===== src/rtl/ysyx_24090003_wbu.sv =====
// Write-back unit.
//   Retires execute-stage results: updates the 32x32 GPR file, advances or
//   redirects the PC, and issues stores to data memory before retiring them.
// Ports:
//   cpu_clk, cpu_rst_n        clock, synchronous active-low reset
//   in_valid/in_ready         result handshake from execute
//   in_rd/in_reg_wdata/in_reg_we, in_mem_addr/in_mem_wdata/in_mem_we,
//   in_npc/in_npc_we          result payload
//   rs1_addr/rs2_addr -> rs1_data/rs2_data   combinational GPR reads
//   mem_req_valid/ready, mem_req_addr/wdata  store request to data memory
//   pc, commit_valid, retire_cnt             architectural state / retire info
module ysyx_24090003_wbu #(
  parameter logic [31:0] RESET_PC = 32'h8000_0000
) (
  input  logic        cpu_clk,
  input  logic        cpu_rst_n,
  input  logic        in_valid,
  output logic        in_ready,
  input  logic [4:0]  in_rd,
  input  logic [31:0] in_reg_wdata,
  input  logic        in_reg_we,
  input  logic [31:0] in_mem_addr,
  input  logic [31:0] in_mem_wdata,
  input  logic        in_mem_we,
  input  logic [31:0] in_npc,
  input  logic        in_npc_we,
  input  logic [4:0]  rs1_addr,
  input  logic [4:0]  rs2_addr,
  output logic [31:0] rs1_data,
  output logic [31:0] rs2_data,
  output logic        mem_req_valid,
  input  logic        mem_req_ready,
  output logic [31:0] mem_req_addr,
  output logic [31:0] mem_req_wdata,
  output logic [31:0] pc,
  output logic        commit_valid,
  output logic [31:0] retire_cnt
);

  typedef enum logic {IDLE = 1'b0, MEM_WAIT = 1'b1} state_t;

  state_t      state;
  logic [31:0] gpr [32];

  // Store-side copy of the retire payload, held while the store is pending.
  logic [4:0]  l_rd;
  logic [31:0] l_wdata;
  logic        l_we;
  logic [31:0] l_npc;
  logic        l_npc_we;

  logic        commit_now;
  logic [4:0]  c_rd;
  logic [31:0] c_wdata;
  logic        c_we;
  logic [31:0] c_npc;
  logic        c_npc_we;

  assign in_ready = (state == IDLE);

  // Index 0 is hardwired; no bypass, so a same-edge write shows up next cycle.
  assign rs1_data = (rs1_addr == 5'd0) ? 32'd0 : gpr[rs1_addr];
  assign rs2_data = (rs2_addr == 5'd0) ? 32'd0 : gpr[rs2_addr];

  // Retire either a non-store straight from the input or the pending store
  // once memory takes it.
  always_comb begin
    commit_now = 1'b0;
    c_rd       = in_rd;
    c_wdata    = in_reg_wdata;
    c_we       = in_reg_we;
    c_npc      = in_npc;
    c_npc_we   = in_npc_we;
    if (state == IDLE) begin
      commit_now = in_valid && !in_mem_we;
    end else begin
      commit_now = mem_req_ready;
      c_rd       = l_rd;
      c_wdata    = l_wdata;
      c_we       = l_we;
      c_npc      = l_npc;
      c_npc_we   = l_npc_we;
    end
  end

  always_ff @(posedge cpu_clk) begin
    if (!cpu_rst_n) begin
      for (int i = 0; i < 32; i++) gpr[i] <= 32'd0;
    end else if (commit_now && c_we && (c_rd != 5'd0)) begin
      gpr[c_rd] <= c_wdata;
    end
  end

  always_ff @(posedge cpu_clk) begin
    if (!cpu_rst_n) begin
      state         <= IDLE;
      pc            <= RESET_PC;
      commit_valid  <= 1'b0;
      retire_cnt    <= 32'd0;
      mem_req_valid <= 1'b0;
      mem_req_addr  <= 32'd0;
      mem_req_wdata <= 32'd0;
      l_rd          <= 5'd0;
      l_wdata       <= 32'd0;
      l_we          <= 1'b0;
      l_npc         <= 32'd0;
      l_npc_we      <= 1'b0;
    end else begin
      commit_valid <= commit_now;
      if (commit_now) begin
        retire_cnt <= retire_cnt + 32'd1;
        pc         <= c_npc_we ? c_npc : pc + 32'd4;
      end
      case (state)
        IDLE: begin
          if (in_valid && in_mem_we) begin
            state         <= MEM_WAIT;
            mem_req_valid <= 1'b1;
            mem_req_addr  <= in_mem_addr;
            mem_req_wdata <= in_mem_wdata;
            l_rd          <= in_rd;
            l_wdata       <= in_reg_wdata;
            l_we          <= in_reg_we;
            l_npc         <= in_npc;
            l_npc_we      <= in_npc_we;
          end
        end
        MEM_WAIT: begin
          if (mem_req_ready) begin
            state         <= IDLE;
            mem_req_valid <= 1'b0;
          end
        end
        default: state <= IDLE;
      endcase
    end
  end

endmodule


===== config.mk =====
export PLATFORM = sky130hd
export DESIGN_NAME = ysyx_24090003_wbu
export DESIGN_NICKNAME = d
export VERILOG_FILES = /design/src/rtl/ysyx_24090003_wbu.sv
export SDC_FILE = /design/constraint.sdc
export NUM_CORES = 2
export LEC_CHECK = 0
export CORE_MARGIN = 2
export CORE_UTILIZATION = 30
export CTS_CLUSTER_DIAMETER = 100
export CTS_CLUSTER_SIZE = 16
export DETAILED_ROUTE_END_ITERATION = 10
export HOLD_SLACK_MARGIN = 0.05
export SYNTH_ARGS = -nofsm -noshare
export SYNTH_HDL_FRONTEND = slang
export SYNTH_SLANG_ARGS = --single-unit
export TNS_END_PERCENT = 100

===== constraint.sdc =====
create_clock -name cpu_clk -period 8.05 [get_ports cpu_clk]
set_clock_uncertainty 0.05 [all_clocks]
set_input_delay 0.805 -clock cpu_clk [delete_from_list [all_inputs] [get_ports cpu_clk]]
set_output_delay 0.805 -clock cpu_clk [all_outputs]
set_load 0.02 [all_outputs]

---- Word-level counts from Yosys, hierarchy flattened ----
Memory sizes are Yosys's and may differ from the RTL's.
Cells that the tools add are included.
storage, ports and cells
  register bits after elaboration ......... 202
  RAM bits ................................ 1,024
  bits of input ports ..................... 150
  output and inout port bits .............. 195
  word-level logic and storage cells ...... 51
  memories kept ........................... 1
memory list
  memory  words  width  read ports  clocked after Yosys merged registers in  wr ports  RTL line  RTL
  gpr     32     32     2           0                                        32        43        logic [31:0] gpr [32];
operators by class
  add/sub/neg operators ................... 2
  equal/unequal tests ..................... 2
  muxes and demuxes ....................... 22
  bitwise operators ....................... 1
  reduce and logical (&&, ||, !) cells .... 11
operators by type and width
  cell                                           number
  two-way mux 32 bit                             6
  adder 32 x 1 -> 32 bit, second input constant  1
  adder 32 x 3 -> 32 bit, second input constant  1
  OR reduction 32 bit                            1
  two-way mux 1 bit                              12
  zero test 5 bit                                2
  two-way mux 5 bit                              2
  nonzero test 5 bit                             1
  logical AND 1 bit                              4
  case mux 1 bit (2 select lines)                2
  AND reduction 2 bit                            2
  != test 2 x 1 -> 1 bit, second input constant  1
  != test 2 bit, second input constant           1
  zero test 1 bit                                1
  NOT 1 bit                                      1

---- Longest topological paths before layout ----
  depth after elaboration ................. 10
  depth in mapped cells ................... 9
  mapped depth without buffers ............ 5

---- Worst setup path before layout ----
Ideal clock, no wire load.
  kind .................................... input port to flip-flop
  from .................................... input port in_mem_we
  to ...................................... memory gpr[18][0] (enable)
  library setup time ...................... 466 ps
  data arrival time ....................... 4,420 ps
  data required time ...................... 7,534 ps
  slack ................................... 3,114 ps
  stages .................................. 7
  buffers on the path ..................... 3
  cell sequence ........................... or3b_1 > clkbuf_1 > a21oi_2 > buf_2 > nand3_1 > clkbuf_1 > o21ai_0
RTL lines
  item         RTL line  RTL
  from (decl)  24        input logic in_mem_we,
  to (decl)    43

---- Worst setup path after layout ----
  from .................................... input port rs2_addr[3]
  to ...................................... output port rs2_data[7]
on the way
  longest elaborated chain between the ends .. 2
  elaborated cells between the ends (all ways) .. 3
  those cells by class .................... 1 x mux; 1 x reduce/logical; 1 x memory
ends and longest elaborated chain
  item                                                     RTL line  RTL
  from (decl)                                              28        input logic [4:0] rs2_addr,
  memory (32 x 32 bit) or zero test 5 bit (tied branches)  -
  two-way mux 32 bit (*)                                   63        assign rs2_data = (rs2_addr == 5'd0) ? 32'd0 : gpr[rs2_addr];
  to (decl)                                                30        output logic [31:0] rs2_data,
Every way passes the cells marked *; elsewhere a longest branch is shown, timed or not.

==> metrics.txt <==
status=complete, but fails checks; failing checks=capacitance limit, slew limit; fraction of registers with async set/reset=0; Endpoint, Worst Hold=l_wdata[9]; Longest Clk Path Bufs=3; DR DRC count=0; synth warn=0; CP dominant cell by count=buf_4; Combinational Power Share=0.146; clk slew on worst S/H paths=0.07 ns; clk root buf=clkbuf_16; synth unique cells=70; Psw=between 3 and 4 mW; Max-slew headroom=-0.0000287; reg2reg setup slack=2.94 ns; post-synthesis xor/xnor area fraction=0.000858; area grow syn2layout=15.4%; Clk pwr share=0.323; P_int=9.94 mW; PD cells=193 nW/µm²; crit path buf inv count=4; Hold Path Depth=2; post-CTS setup repair buffer count=0; CP required=7.19 ns; worst min-delay path class=reg -> reg; share of cells above drive strength 1=0.193; Syn Inst Count=4688; Leakage=23.0 nW; Routed WL per cell=30.3 µm; number of global-route vias before repair=44000; Slowest cell on crit path=a2111oi_0; hold_buf cts=0; Die W=between 400 and 500 µm; largest family of logic cells by synthesized area=multiplexers; core area=203000 µm²; Startpoint Class=primary input; routability cong.=0.876; f_max=0.172 GHz; Post-DP HPWL=138000 µm; RSZ-0062 raised after global routing=no; largest net degree at the start of global routing=between 100 and 150; compound-gate portion of the synthesized area=0.0577; H-tree Lvls=3; Final Hold Violating Endpoints=0; Worst EP arrival=4.97 ns; Worst R2R Path Depth=8; Net Sw Frac=0.270; Hold Slack=~0.41 ns; Vias/cell=5.81; # rows=165; Post-Route WL=228000 µm; CTS Buf Count=between 80 and 90; setup TNS=0 ns; Placed Cells=7428; Post-synth EDFFs=1024; mapped cell area=61300 µm²; sequential area share after synthesis=0.568; slowest cell delay on critical path=1.02 ns; Synth Area in Simple Gates=0.119; Max VDD drop=between 150 and 200 µV; DR pass1 iterations=7; Synth Area per Inst=13.1 µm²; Post-Synth Adder-Cell Area=0.000408; Overall Power=13.6 mW; Slew Limit Fails=1; HP Start=l_wdata[9]; port bufs=344; worst-path cell chain=buf_4, nor2b_1, nand2_1, buf_4, o22ai_1, a2111oi_0, buf_4, clkdlybuf4s50_1; nets@finish=~5000; first-pass GRT wire length=323000 µm; Most used DFF post-synth=edfxtp_1; crit path max fanout=36; ranking of synthesized cells by area=edfxtp_1 50%, mux4_2 19%, dfxtp_1 6.6%, nor2_1 6.2%, mux2i_1 3.1%; mux cell area share after synthesis=0.221; Global Route Usage Sum=0.214; Finished Layout Cells=7540; Die ar.=208000 µm²; Final Cycle Share=0.724; most instantiated cells after synthesis=1024 x edfxtp_1, 1020 x nor2_1, 512 x mux4_2, 465 x nand2_1, 334 x clkbuf_1; clk_lat worst skew=around 0.74 ns; r2r startpoint=state; Iter 0 DRT Violations=5984; crit path kind=in -> out; Seq cells post-synth=around 1200; worst flop-to-flop path endpoint=gpr[31][18]; CP delay by family, top=buffers and inverters; sequential share of power=0.530; initial antenna violation count=21; DR vias=43800; total gr overflow=0; ANT nets after route=0; max-cap viol count=1; Die H=456 µm; Yosys top cell by area=edfxtp_1; Setup violations, final=0; Yosys top cell area share=0.502; CP Capture Type=output port; Least-Margin Pin Slew=around 1.5 ns; Final min period=5.83 ns; CTS tree=yes; most numerous cell in the Yosys netlist=edfxtp_1; PostCTS Resize Cnt=0; # IOs=345; CTS Sinks=1226; Starting Density=0.302
[logic make-up after synthesis]
family	Yosys count
compound gates	506
flops	1226
xor+xnor	6
simple gates	1742
buf+inv	494
mux	711
other cells	1
fa+ha+maj	2
[power by group through the flow]
stage | combinational (mW) | clock (mW) | sequential, mW
5_1_grt | 2.06 | 4.65 | 7.25
3_5_place_dp | 1.97 | 0 | 7.37
4_1_cts | 1.98 | 4.46 | 7.22
6_report | 1.99 | 4.41 | 7.23
3_3_place_gp | 1.96 | 0 | 7.35
2_1_floorplan | 1.08 | 0 | 7.35
[stage by stage]
stage / utilization / worst slack [ns] / area (µm²)
floorplan: - / 3.11 / 61400
CTS: 0.349 / 2.32 / 70700
global placement: 0.337 / 2.36 / 68200
finish: 0.349 / 2.22 / 70700
global route: 0.349 / 2.30 / 70700
detailed placement: 0.337 / 2.33 / 68200
[layer usage]
layer | vias to the layer above | part of all wire | global-route usage
li1 | 17900 | - | -
met1 | 22400 | 0.37 | 0.272
met3 | 527 | 0.11 | 0.0518
met5 | - | 0.00083 | 0
met2 | 2903 | 0.47 | 0.348
met4 | 28 | 0.046 | 0.0890
[worst max path at each step]
stage | endpoint | slack (ns) | cells after the start | from
6_report | rs2_data[7] | 2.22 | 8 | rs2_addr[3]
5_1_grt | rs2_data[25] | 2.30 | 7 | rs2_addr[3]
4_1_cts | rs2_data[13] | 2.32 | 8 | rs2_addr[3]
3_5_place_dp | rs2_data[13] | 2.33 | 8 | rs2_addr[3]
3_3_place_gp | rs1_data[10] | 2.36 | 9 | rs1_addr[3]
2_1_floorplan | gpr[18][0] | 3.11 | 7 | in_mem_we
[cells in the final DEF (no fill, tap or decap), drive strengths merged, types with 97 or more instances in the layout]
cell type,instances
clkdlybuf4s50,333
nor2,1020
nand2,465
dfxtp,202
clkbuf,97
buf,190
mux4,512
a21oi,178
mux2i,190
edfxtp,1024
[area by class of cell]
type / count / area [µm²]
fillers: 19500 / 132000
clock inverters: 11 / 188
well taps: 2672 / 3340
repair buffers: 524 / 4900
inverters: 7 / 33.8
diodes: 5 / 12.5
clock buffers: 96 / 2280
multi-input cells: 2999 / 25100
flip-flops and latches: 1226 / 34800
[flip-flops by register name, indices dropped and copies added, names as in the netlist, 5 cells and up]
signal,cells
gpr,1024
l_npc,32
l_rd,5
l_wdata,32
mem_req_addr,32
mem_req_wdata,32
pc,32
retire_cnt,32
[worst min-delay path, cell delays in order (launching register included)]
cell     delay [ns]
dfxtp_1        0.31
nand2_1        0.05
a21oi_1        0.05
Note: power is estimated with default switching activity, not from simulation.
